**config.mk**
```make
export PLATFORM = sky130hd
export DESIGN_NAME = tx_iq_fifo_ctrl_flat
export DESIGN_NICKNAME = d
export VERILOG_FILES = /design/src/rtl/tx_iq_fifo_ctrl_pkg.sv /design/src/rtl/tx_iq_fifo_ctrl_if.sv /design/src/rtl/tx_iq_fifo_ctrl_iq_byte_assembler.sv /design/src/rtl/tx_iq_fifo_ctrl.sv /design/src/flat_wrapper.sv
export SDC_FILE = /design/constraint.sdc
export NUM_CORES = 1
export LEC_CHECK = 0
export CAP_MARGIN = 40
export CORE_ASPECT_RATIO = 0.9
export CORE_MARGIN = 4
export CORE_UTILIZATION = 35
export CTS_CLUSTER_DIAMETER = 60
export DETAILED_ROUTE_END_ITERATION = 8
export GPL_TIMING_DRIVEN = 1
export PLACE_DENSITY = 0.64
export SYNTH_ARGS = -nofsm -noshare
export SYNTH_HDL_FRONTEND = slang
export SYNTH_HIERARCHICAL = 1
export SYNTH_SLANG_ARGS = --single-unit
```
**constraint.sdc**
```tcl
create_clock -name clock -period 2.1 [get_ports clock]
set_clock_uncertainty 0.05 [all_clocks]
set_input_delay 0.525 -clock clock [delete_from_list [all_inputs] [get_ports clock]]
set_output_delay 0.525 -clock clock [all_outputs]
set_load 0.02 [all_outputs]
```
**src/rtl/tx_iq_fifo_ctrl_pkg.sv**
```systemverilog
// Shared sizes, byte ordering and assembler state encoding for the Tx IQ FIFO reader.
package tx_iq_fifo_ctrl_pkg;

  localparam int IQ_BYTES       = 6;
  localparam int SAMPLE_W       = 24;
  localparam int CNT_W          = 16;
  localparam int IQ_W           = IQ_BYTES * 8;
  localparam int BYTES_PER_WORD = SAMPLE_W / 8;

  // Position of the first (most significant) byte of each word in the stream.
  localparam int BYTE_I_HI = 0;
  localparam int BYTE_Q_HI = 3;

  localparam logic [2:0] IQ_BYTES_C = 3'(IQ_BYTES);

  typedef enum logic {
    ASM_FILL     = 1'b0,
    ASM_COMPLETE = 1'b1
  } asm_state_e;

  // The assembly register is shifted MSB first, so byte 0 ends up in the top bits.
  function automatic logic [SAMPLE_W-1:0] iq_word(input logic [IQ_W-1:0] s, input int first_byte);
    return s[(IQ_BYTES - first_byte - BYTES_PER_WORD) * 8 +: SAMPLE_W];
  endfunction

endpackage

```
**src/rtl/tx_iq_fifo_ctrl_if.sv**
```systemverilog
// FIFO read side and DUC sample side of the Tx IQ FIFO reader.
interface tx_iq_fifo_ctrl_if;
  import tx_iq_fifo_ctrl_pkg::*;

  logic [7:0]          fifo_q;
  logic                fifo_empty;
  logic                fifo_rdreq;
  logic                flush;
  logic                sample_strobe;
  logic [SAMPLE_W-1:0] tx_I;
  logic [SAMPLE_W-1:0] tx_Q;
  logic                tx_valid;
  logic                underrun;
  logic [CNT_W-1:0]    underrun_cnt;

  modport slave (
    input  fifo_q, fifo_empty, flush, sample_strobe,
    output fifo_rdreq, tx_I, tx_Q, tx_valid, underrun, underrun_cnt
  );

  modport master (
    output fifo_q, fifo_empty, flush, sample_strobe,
    input  fifo_rdreq, tx_I, tx_Q, tx_valid, underrun, underrun_cnt
  );

endinterface

```
**src/rtl/tx_iq_fifo_ctrl_iq_byte_assembler.sv**
```systemverilog
// Issues FIFO reads and shifts six landed bytes into one 48-bit {I,Q} word.
//   state        | meaning
//   ASM_FILL     | issuing reads / landing bytes for the next sample
//   ASM_COMPLETE | six bytes landed, waiting for the hold register to take them
module iq_byte_assembler
  import tx_iq_fifo_ctrl_pkg::*;
(
  input  logic            clock,
  input  logic            reset,
  input  logic            flush_i,
  input  logic            fifo_empty_i,
  input  logic [7:0]      fifo_q_i,
  input  logic            consume_i,
  output logic            fifo_rdreq_o,
  output logic            complete_o,
  output logic [IQ_W-1:0] sample_o
);

  asm_state_e      state_q, state_d;
  logic [2:0]      issued_q, issued_d;
  logic [2:0]      landed_q, landed_d;
  logic            rd_pend_q, rd_pend_d;
  logic [IQ_W-1:0] shift_q, shift_d;

  always_ff @(posedge clock) begin
    if (reset) state_q <= ASM_FILL;
    else       state_q <= state_d;
  end

  always_comb begin
    state_d = state_q;
    if (flush_i) begin
      state_d = ASM_FILL;
    end else begin
      case (state_q)
        ASM_FILL:     if (rd_pend_q && landed_q == IQ_BYTES_C - 3'd1) state_d = ASM_COMPLETE;
        ASM_COMPLETE: if (consume_i) state_d = ASM_FILL;
        default:      state_d = ASM_FILL;
      endcase
    end
  end

  always_comb begin
    fifo_rdreq_o = 1'b0;
    complete_o   = 1'b0;
    case (state_q)
      ASM_FILL:     fifo_rdreq_o = !fifo_empty_i && (issued_q < IQ_BYTES_C) && !flush_i && !reset;
      ASM_COMPLETE: complete_o   = 1'b1;
      default:      ;
    endcase
  end

  // A byte still in flight when flush hits is dropped via rd_pend.
  always_comb begin
    issued_d  = issued_q;
    landed_d  = landed_q;
    rd_pend_d = fifo_rdreq_o;
    shift_d   = shift_q;
    if (flush_i) begin
      issued_d  = '0;
      landed_d  = '0;
      rd_pend_d = 1'b0;
      shift_d   = '0;
    end else if (consume_i) begin
      issued_d = '0;
      landed_d = '0;
    end else begin
      if (fifo_rdreq_o) issued_d = issued_q + 3'd1;
      if (rd_pend_q) begin
        landed_d = landed_q + 3'd1;
        shift_d  = {shift_q[IQ_W-9:0], fifo_q_i};
      end
    end
  end

  always_ff @(posedge clock) begin
    if (reset) begin
      issued_q  <= '0;
      landed_q  <= '0;
      rd_pend_q <= 1'b0;
      shift_q   <= '0;
    end else begin
      issued_q  <= issued_d;
      landed_q  <= landed_d;
      rd_pend_q <= rd_pend_d;
      shift_q   <= shift_d;
    end
  end

  assign sample_o = shift_q;

endmodule

```
**src/rtl/tx_iq_fifo_ctrl.sv**
```systemverilog
// Rebuilds 24-bit I/Q samples from the Tx byte FIFO and hands one held sample
// to the DUC on each sample strobe, zero-filling (or repeating) on underrun.
module tx_iq_fifo_ctrl
  import tx_iq_fifo_ctrl_pkg::*;
#(
  parameter int RD_LATENCY       = 1,
  parameter bit ZERO_ON_UNDERRUN = 1'b1
) (
  input  logic             clock,
  input  logic             reset,
  tx_iq_fifo_ctrl_if.slave bus
);

  if (RD_LATENCY != 1) begin : g_bad_rd_latency
    $error("tx_iq_fifo_ctrl: only RD_LATENCY=1 is supported");
  end

  logic            fifo_rdreq;
  logic            asm_complete;
  logic [IQ_W-1:0] asm_sample;
  logic            strobe_hit;
  logic            transfer;

  logic [IQ_W-1:0]     hold_q, hold_d;
  logic                hold_full_q, hold_full_d;
  logic [SAMPLE_W-1:0] tx_I_q, tx_I_d;
  logic [SAMPLE_W-1:0] tx_Q_q, tx_Q_d;
  logic                tx_valid_q, tx_valid_d;
  logic                underrun_q, underrun_d;
  logic [CNT_W-1:0]    underrun_cnt_q, underrun_cnt_d;

  iq_byte_assembler u_asm (
    .clock        (clock),
    .reset        (reset),
    .flush_i      (bus.flush),
    .fifo_empty_i (bus.fifo_empty),
    .fifo_q_i     (bus.fifo_q),
    .consume_i    (transfer),
    .fifo_rdreq_o (fifo_rdreq),
    .complete_o   (asm_complete),
    .sample_o     (asm_sample)
  );

  // The strobe only sees the registered hold_full, so a sample arriving in the
  // strobe cycle waits for the next strobe.
  always_comb begin
    strobe_hit  = bus.sample_strobe && hold_full_q && !bus.flush;
    transfer    = asm_complete && !bus.flush && (!hold_full_q || strobe_hit);
    hold_d      = transfer ? asm_sample : hold_q;
    hold_full_d = hold_full_q;
    if (bus.flush)      hold_full_d = 1'b0;
    else if (transfer)  hold_full_d = 1'b1;
    else if (strobe_hit) hold_full_d = 1'b0;
  end

  always_comb begin
    tx_valid_d     = bus.sample_strobe;
    underrun_d     = bus.sample_strobe && !strobe_hit;
    tx_I_d         = tx_I_q;
    tx_Q_d         = tx_Q_q;
    underrun_cnt_d = underrun_cnt_q;
    if (strobe_hit) begin
      tx_I_d = iq_word(hold_q, BYTE_I_HI);
      tx_Q_d = iq_word(hold_q, BYTE_Q_HI);
    end else if (underrun_d && ZERO_ON_UNDERRUN) begin
      tx_I_d = '0;
      tx_Q_d = '0;
    end
    if (underrun_d && underrun_cnt_q != '1) underrun_cnt_d = underrun_cnt_q + 1'b1;
  end

  always_ff @(posedge clock) begin
    if (reset) begin
      hold_q         <= '0;
      hold_full_q    <= 1'b0;
      tx_I_q         <= '0;
      tx_Q_q         <= '0;
      tx_valid_q     <= 1'b0;
      underrun_q     <= 1'b0;
      underrun_cnt_q <= '0;
    end else begin
      hold_q         <= hold_d;
      hold_full_q    <= hold_full_d;
      tx_I_q         <= tx_I_d;
      tx_Q_q         <= tx_Q_d;
      tx_valid_q     <= tx_valid_d;
      underrun_q     <= underrun_d;
      underrun_cnt_q <= underrun_cnt_d;
    end
  end

  assign bus.fifo_rdreq   = fifo_rdreq;
  assign bus.tx_I         = tx_I_q;
  assign bus.tx_Q         = tx_Q_q;
  assign bus.tx_valid     = tx_valid_q;
  assign bus.underrun     = underrun_q;
  assign bus.underrun_cnt = underrun_cnt_q;

endmodule
```
**src/flat_wrapper.sv**
```systemverilog
// flat-port wrapper written by rule: the top's interface ports become plain ports
module tx_iq_fifo_ctrl_flat import tx_iq_fifo_ctrl_pkg::*;
#(
  parameter int RD_LATENCY       = 1,
  parameter bit ZERO_ON_UNDERRUN = 1'b1
)
  (clock, reset, bus_fifo_q, bus_fifo_empty, bus_flush, bus_sample_strobe, bus_fifo_rdreq, bus_tx_I, bus_tx_Q, bus_tx_valid, bus_underrun, bus_underrun_cnt);
  tx_iq_fifo_ctrl_if bus_i ();
  input  logic clock;
  input  logic reset;
  input wire logic [$bits(bus_i.fifo_q)-1:0] bus_fifo_q;
  input wire logic [$bits(bus_i.fifo_empty)-1:0] bus_fifo_empty;
  input wire logic [$bits(bus_i.flush)-1:0] bus_flush;
  input wire logic [$bits(bus_i.sample_strobe)-1:0] bus_sample_strobe;
  output wire logic [$bits(bus_i.fifo_rdreq)-1:0] bus_fifo_rdreq;
  output wire logic [$bits(bus_i.tx_I)-1:0] bus_tx_I;
  output wire logic [$bits(bus_i.tx_Q)-1:0] bus_tx_Q;
  output wire logic [$bits(bus_i.tx_valid)-1:0] bus_tx_valid;
  output wire logic [$bits(bus_i.underrun)-1:0] bus_underrun;
  output wire logic [$bits(bus_i.underrun_cnt)-1:0] bus_underrun_cnt;
  assign bus_i.fifo_q = bus_fifo_q;
  assign bus_i.fifo_empty = bus_fifo_empty;
  assign bus_i.flush = bus_flush;
  assign bus_i.sample_strobe = bus_sample_strobe;
  assign bus_fifo_rdreq = bus_i.fifo_rdreq;
  assign bus_tx_I = bus_i.tx_I;
  assign bus_tx_Q = bus_i.tx_Q;
  assign bus_tx_valid = bus_i.tx_valid;
  assign bus_underrun = bus_i.underrun;
  assign bus_underrun_cnt = bus_i.underrun_cnt;
  tx_iq_fifo_ctrl #(.RD_LATENCY(RD_LATENCY), .ZERO_ON_UNDERRUN(ZERO_ON_UNDERRUN)) u_core (.clock(clock), .reset(reset), .bus(bus_i));
endmodule
```
==> results of run 1 <==
sequential cells by signal (all words and copies together), names as in the netlist:
signal                   flops
u_core/hold_q               48
u_core/u_asm/sample_o       48
u_core/bus.tx_I             24
u_core/bus.tx_Q             24
u_core/bus.underrun_cnt     16
u_core/u_asm/issued_q        3
u_core/u_asm/landed_q        3
u_core/bus.tx_valid          1
u_core/bus.underrun          1
u_core/hold_full_q           1
u_core/u_asm/rd_pend_q       1
u_core/u_asm/state_q         1
routing by layer:
layer	up-vias	share of wire, %	track usage [%]
met5	-	0	0
met4	0	0.97	5.18
met3	13	4.8	3.58
met2	106	44	22.3
met1	2311	50	21.6
li1	2614	-	-
metrics by stage:
step	setup TNS (ps)	setup WS [ps]	utilization, %	total power [mW]	instance area (µm²)
2_1_floorplan	0	21.1	-	3.44	6170
3_3_place_gp	-24690	-462	42.8	3.54	7320
3_5_place_dp	-24080	-498	42.8	3.54	7320
4_1_cts	0	5.78	46.6	6.93	7980
5_1_grt	0	1.21	46.7	7.08	8000
6_report	0	56.1	46.7	6.84	8000
final cells by class:
cell class	instances	share of cell area [%]
Clock buffer	23	6.10
Clock inverter	9	1.99
Inverter	4	0.188
Multi-Input combinational cell	499	31.3
Sequential cell	171	42.8
Tap cell	235	3.68
Timing Repair Buffer	107	13.9
critical path: stages:
cell             delay [ps]
clkdlybuf4s50_1         420
or2_4                   260
nor2b_2                 110
buf_4                   140
what timing repair did:
action / in CTS / in global routing
endpoints found under the setup margin: 2 / 9
resized for setup: 9 / 8
pin swaps: 0 / 2
synth_stat cells (2+ instances only):
cell,n
buf_2,15
a22oi_1,48
a211oi_1,2
a21oi_1,110
and4_1,4
buf_6,4
nor3b_1,2
nand2_1,200
nand2b_1,3
nand4_1,7
nand3_1,3
nor2_1,62
or2_2,2
mux2_2,3
o31ai_1,6
dfxtp_1,171
o21ai_0,6
or4_1,6
clkbuf_1,32
o21a_1,2
nor2b_1,4
and2_1,3
xnor2_1,2
nor3_1,4
inv_1,3
ha_1,4
or3_1,4
how the worst min path moves through the flow:
stage,cells past startpoint,end,from
after global placement,2,u_core/hold_q[47],u_core/u_asm/sample_o[47]
after CTS,2,u_core/hold_q[47],u_core/u_asm/sample_o[47]
after floorplan,2,u_core/hold_q[40],u_core/u_asm/sample_o[40]
after detailed placement,2,u_core/hold_q[47],u_core/u_asm/sample_o[47]
final,2,u_core/hold_q[47],u_core/u_asm/sample_o[47]
after global routing,2,u_core/hold_q[2],u_core/hold_q[2]
power by group through the flow:
| stage | Combinational [mW] | Clock, mW | Sequential, mW |
|---|---|---|---|
| after floorplan | 0.105 | 0 | 3.34 |
| after global placement | 0.200 | 0 | 3.34 |
| after detailed placement | 0.199 | 0 | 3.34 |
| after CTS | 0.201 | 3.47 | 3.26 |
| final | 0.201 | 3.38 | 3.26 |
| after global routing | 0.221 | 3.59 | 3.26 |
kinds of logic after synthesis:
group	after synthesis	share of synthesized area [%]
multiplexers	4	0.709
flip-flops	171	55.5
adder cells (fa/ha/maj)	4	0.811
buffers and inverters	57	4.32
AND/OR/NAND/NOR	311	21.4
XOR/XNOR	3	0.426
AO/OA/AOI/OAI	177	16.9
==> run metrics, run 1 <==
routed vias 5044; area of the multi-input gates 0.00251 mm²; reg-to-reg startpoint u_core/bus.underrun_cnt[0]; Detailed Route WL 14.3 mm; fin crit share 97.3%; grt ovf 0; Clk pwr share 49.4%; Max Slew Vio Count 0; Req. time, crit path 1520 ps; residual DRC count 0; row count 45; Final setup violation count 0; core box area 0.0171 mm²; Die Area 0.0198 mm²; Final ANT Viol Nets 0; reg2reg path depth 6; synthesis-stage register bit count 171; Switching Fraction 20.3%; status complete, no violations; die height 134 µm; launch point of the worst path bus_flush; sequential element share of the synthesized area 55.5%; r2r setup slk 180 ps; instance count of the mapped netlist 727; num ports 80; Worst Hold Class reg -> reg; Psw 1.39 mW; worst hold slack 402 ps; Highest Clock Rate 489 MHz; Reg-to-Reg End u_core/bus.underrun_cnt[4]; Initial Util 36.1%; Slew headroom 64.0%; Hold-fix buffers, CTS 0; Reg area 0.00342 mm²; Setup CP Type in -> out; fin crit period 2040 ps; Pwr per Cell Area 856 mW/mm²; clock latency on the worst-skew pair 420 ps; worst slew pin tran 540 ps; maxcap violations 0; diode count 0; initial antenna violation count 0; RSZ-0062 raised after global routing false; Mapped Avg Cell Area 8.49 µm²; share of post-route cells with drive strength above 1 9.10%; WL per Instance 13.6 µm; # Post-CTS Setup Buffers 0; global-route wire length before repair 24.6 mm; Nets 817; PortBufs 79; Syn-to-layout area delta 29.6%; WP data arrival 1470 ps; Num CTS Buffers 17; area leader, netlist dfxtp_1; power share of the combinational group 2.9%; Area contributors post-synth dfxtp_1 55%, nand2_1 12%, a21oi_1 8.9%; Detail Placement HPWL 9.32 mm; Final Hold Vio Count 0; maximum VDD drop 0.521 mV; DR vias/cell 4.81; Final Non-Filler Cells 1048; static leakage 2.75 nW; vias in the first global route 4808; fillcell total 1707; Max clock buf depth 2; post-synthesis cell type count 42; total global-route track usage 15.1%; CP max FO 2; Sink Count 171; most frequent cells in the layout 200 x nand2_1, 171 x dfxtp_1, 110 x a21oi_1, 69 x clkdlybuf4s50_1, 61 x nor2_1; Synth Cell Area 0.00617 mm²; Synthesized Nets 744; commonest non-fill, non-tap cell in the layout nand2_1; Setup crit end bus_fifo_rdreq; Die X 148 µm; CP startpoint kind primary input; Critical Path End Type output port; internal power 5.45 mW; DR iter-0 viols 433; Root Driver clkbuf_16; gpl congestion 0.793; placed cell count 1016; Synth warnings 6; top-area cell type share of the netlist area 55.5%; share of power burned in registers 47.7%; EDFF count, synth 0; H-tree depth 4; DRT Pass-1 Iters 6; CTS tree yes; Top FF cell, synth dfxtp_1; largest net degree at the start of global routing 53; Reg clk slew, reported paths 60 ps; asr flop ratio synth 0%
No activity file was read; power rests on OpenSTA's default activity.
==> run 2: changes to the inputs <==
DONT_BUFFER_PORTS = 1   (was not set)
PLACE_DENSITY = 0.58   (was 0.64)
SYNTH_HIERARCHICAL = not set   (was 1)
==> run metrics, run 2 <==
diode count 0; routed vias 4934; Mapped Avg Cell Area 8.25 µm²; vias in the first global route 4616; status complete, no violations; worst slew pin tran 561 ps; post-synthesis compound-gate area fraction 14.0%; global-route wire length before repair 24.9 mm; largest net degree at the start of global routing 127; gpl congestion 0.801; synthesis-stage register bit count 171; Final TNS setup 0 ps; DR vias/cell 4.81; WL per Instance 14.6 µm; min-delay src reset; Worst Hold Class in -> reg; Nets 790; initial antenna violation count 0; Req. time, crit path 1520 ps; Final Hold Vio Count 0; row count 46; asr flop ratio synth 0%; maximum VDD drop 0.568 mV; clock latency on the worst-skew pair 420 ps; Post-DP Area 0.00676 mm²; Max Slew Vio Count 0; PortBufs 0; Synth warnings 0; core box area 0.0179 mm²; launch point of the worst path u_core.u_asm.state_q; total global-route track usage 15.0%; worst slack, placed 134 ps; simple-gate area share of the yosys netlist 26.1%; Die X 151 µm; most frequent cells in the layout 201 x nand2_1, 171 x dfxtp_1, 151 x a21oi_1, 62 x nor2_1, 58 x nor2b_1; placed cell count 994; CP startpoint kind flop; DRT Pass-1 Iters 5; grt ovf 0; top-area cell type share of the netlist area 52.8%; Detail Placement HPWL 9.07 mm; Top FF cell, synth dfxtp_1; fin crit share 94.6%; area leader, netlist dfxtp_1; Max clock buf depth 2; commonest non-fill, non-tap cell in the layout nand2_1; Reg clk slew, reported paths 70 ps; CP max FO 4; Die Area 0.0208 mm²; worst setup margin 114 ps; Synth Cell Area 0.00648 mm²; multiplexer share of the synthesized area 1.58%; Syn-to-layout area delta 13.6%; Slew headroom 62.6%; # Post-CTS Setup Buffers 0; Critical Path End Type output port; die height 137 µm; sequential element share of the synthesized area 52.8%; post-route cell area 0.00736 mm²; Synthesized Nets 803; Adder-Cell Fraction of Synth Area 0.772%; H-tree depth 4; static leakage 2.49 nW; Post-CTS Resized 0; count leader, synth nand2_1; Pwr per Cell Area 891 mW/mm²; Area contributors post-synth dfxtp_1 53%, a21oi_1 12%, nand2_1 12%; DR iter-0 viols 315; Num CTS Buffers 17; Final Non-Filler Cells 1026; Sink Count 171; instance count of the mapped netlist 786; maxcap violations 0; CTS tree yes; Highest Clock Rate 503 MHz; reg-to-reg startpoint u_core.bus.underrun_cnt[1]; top cells by count, synth 201 x nand2_1, 171 x dfxtp_1, 151 x a21oi_1; largest family of logic cells by synthesized area simple AND/OR/NAND/NOR gates; WP data arrival 1410 ps; share of post-route cells with drive strength above 1 9.92%; residual DRC count 0; Root Driver clkbuf_16; Hold-fix buffers, CTS 0; EDFF count, synth 0; post-synthesis cell type count 50; Setup CP Type reg -> out; Detailed Route WL 14.9 mm; Final ANT Viol Nets 0; Initial Util 36.2%; num ports 80; fin crit period 1990 ps; Post-Synth XOR/XNOR Area 0.540%; Final setup violation count 0
==> run 2: final cells by class <==
class                   count  area, µm²
well taps                 240        300
clock inverters            14        161
flip-flops and latches    171       3420
inverters                   4       15.0
multi-input cells         555       2810
fillers                  1813      10500
repair buffers             24        218
clock buffers              18        439
==> run 2: worst paths after layout <==
kind	end	slack [ps]	cells after the start
worst min register to register	u_core.u_asm.sample_o[47]	410	2
worst max-delay path	bus_fifo_rdreq	110	2
worst max register to register	u_core.bus.underrun_cnt[0]	230	5
worst min-delay path	u_core.bus.underrun_cnt[2]	150	1
==> run 2: where the power goes <==
| part | switching, mW | total [mW] | internal (mW) | leakage (nW) |
|---|---|---|---|---|
| Combinational | 0.0666 | 0.100 | 0.0335 | 0.832 |
| Clock | 1.39 | 3.20 | 1.81 | 0.283 |
| Sequential | 0.0106 | 3.26 | 3.25 | 1.38 |
| Total | 1.47 | 6.56 | 5.10 | 2.49 |
==> run 2: kinds of logic after synthesis <==
group | Yosys count
AO/OA/AOI/OAI | 169
XOR/XNOR | 4
adder cells (fa/ha/maj) | 4
buffers and inverters | 60
flip-flops | 171
multiplexers | 9
AND/OR/NAND/NOR | 369
==> run 2: critical path, cell delays in order (launching register included) <==
cell     delay (ps)
dfxtp_1         330
nor4_1          340
and2_2          320
==> run 2: per-stage QoR <==
step	hold WS [ps]	total power, mW	utilization (%)
after global placement	385	3.44	37.8
after CTS	103	6.63	41.1
final	149	6.56	41.1
after floorplan	382	3.46	-
after global routing	116	6.78	41.1
after detailed placement	391	3.44	37.8
==> run 2: layer usage <==
layer	wire length, µm	vias up	track usage [%]
met5	0	-	0
li1	-	2568	-
met4	181	0	4.98
met1	7520	2265	21.9
met3	998	16	4.60
met2	6230	85	21.1
==> run 3: changes to the inputs <==
CORE_MARGIN = 2   (was 4)
CORE_UTILIZATION = 53   (was 35)
PLACE_DENSITY = 0.78   (was 0.58)
==> run metrics, run 3 (synthesis gave the netlist of run 2 again) <==
largest net degree at the start of global routing 127; CP startpoint kind flop; Reg-to-Reg End u_core.bus.underrun_cnt[11]; Detailed Route WL 13.9 mm; maxcap violations 0; fin crit period 1950 ps; Num CTS Buffers 17; total global-route track usage 22.3%; fin crit share 92.7%; Die X 121 µm; WL per Instance 14.7 µm; Syn-to-layout area delta 12.4%; core box area 0.0120 mm²; Critical Path End Type output port; DR vias/cell 5.39; initial antenna violation count 0; r2r setup slk 220 ps; Final Non-Filler Cells 943; post-route cell area 0.00728 mm²; Detail Placement HPWL 8.66 mm; routed vias 5086; DR iter-0 viols 356; DRT Pass-1 Iters 4; PortBufs 0; Pwr per Cell Area 908 mW/mm²; diode count 0; share of post-route cells with drive strength above 1 9.71%; row count 38; Post-DP Area 0.00662 mm²; launch point of the worst path u_core.u_asm.state_q; Initial Util 54.1%; Final ANT Viol Nets 0; static leakage 2.50 nW; num ports 80; Max Slew Vio Count 0; clock latency on the worst-skew pair 430 ps; residual DRC count 0; commonest non-fill, non-tap cell in the layout nand2_1; H-tree depth 4; Die Area 0.0131 mm²; most frequent cells in the layout 201 x nand2_1, 171 x dfxtp_1, 151 x a21oi_1, 62 x nor2_1, 58 x nor2b_1; RSZ-0062 raised after global routing false; WP data arrival 1370 ps; maximum VDD drop 0.579 mV; Setup crit end bus_fifo_rdreq; status complete, no violations; Slew headroom 66.1%; Final Hold Vio Count 0; post-layout util 60.8%; CP max FO 4; vias in the first global route 4856; fillcell total 1023; reg-to-reg startpoint u_core.bus.underrun_cnt[11]; worst slew pin tran 509 ps; Setup CP Type reg -> out; gpl congestion 0.804; Req. time, crit path 1520 ps; die height 109 µm; reg2reg path depth 5; Final setup violation count 0; placed cell count 910; Final TNS setup 0 ps; Max clock buf depth 2; grt ovf 0; Root Driver clkbuf_16; CTS tree yes; Nets 787; global-route wire length before repair 23.2 mm; Sink Count 171; Reg clk slew, reported paths 60 ps; Worst Hold Class in -> reg; Highest Clock Rate 513 MHz
-- run 3: stage by stage --
step	hold slack [ps]	total power, mW	setup WS, ps
after global placement	390	3.43	224
after detailed placement	391	3.43	165
after CTS	107	6.65	0.740
after global routing	112	6.81	83.3
after floorplan	382	3.46	70.0
final	132	6.61	152
-- run 3: how the worst min path moves through the flow --
stage,startpoint,to,slack [ps],depth (start not counted)
3_3_place_gp,u_core.u_asm.sample_o[46],u_core.hold_q[46],390,2
3_5_place_dp,u_core.hold_q[4],u_core.hold_q[4],390,2
4_1_cts,reset,u_core.bus.underrun_cnt[7],110,1
2_1_floorplan,u_core.u_asm.sample_o[40],u_core.hold_q[40],380,2
5_1_grt,reset,u_core.bus.underrun_cnt[2],110,1
6_report,reset,u_core.bus.underrun,130,1
-- run 3: cell type report --
class | instances | area [µm²] | area share [%]
Clock buffer | 20 | 467 | 6.41
Timing Repair Buffer | 21 | 203 | 2.78
Sequential cell | 171 | 3420 | 47.0
Multi-Input combinational cell | 555 | 2810 | 38.6
Tap cell | 160 | 200 | 2.75
Clock inverter | 12 | 163 | 2.23
Inverter | 4 | 15.0 | 0.206
-- run 3: critical path, cell delays in order, from the launching register on --
cell,delay (ps)
dfxtp_1,350
nor4_2,290
and2_2,310
-- run 3: metal layers --
metal / GRT usage (%) / up-vias / wire length [µm]
met5: 0 / - / 0
met4: 9.72 / 0 / 388
met3: 7.74 / 32 / 865
met2: 35.9 / 113 / 6510
met1: 27.3 / 2380 / 6140
li1: - / 2561 / -
-- run 3: where the power goes --
group | total (mW) | internal (mW) | switching [mW]
registers | 3.26 | 3.25 | 0.0109
logic | 0.0962 | 0.0322 | 0.0640
clock network | 3.25 | 1.97 | 1.27
total | 6.61 | 5.26 | 1.35
-- run 3: repair_timing --
| action | CTS | global route |
|---|---|---|
| hold buffers | 0 | 0 |
| resized for setup | 0 | 2 |
| buffers inserted | 0 | 0 |
| endpoints found under the setup margin | 0 | 1 |
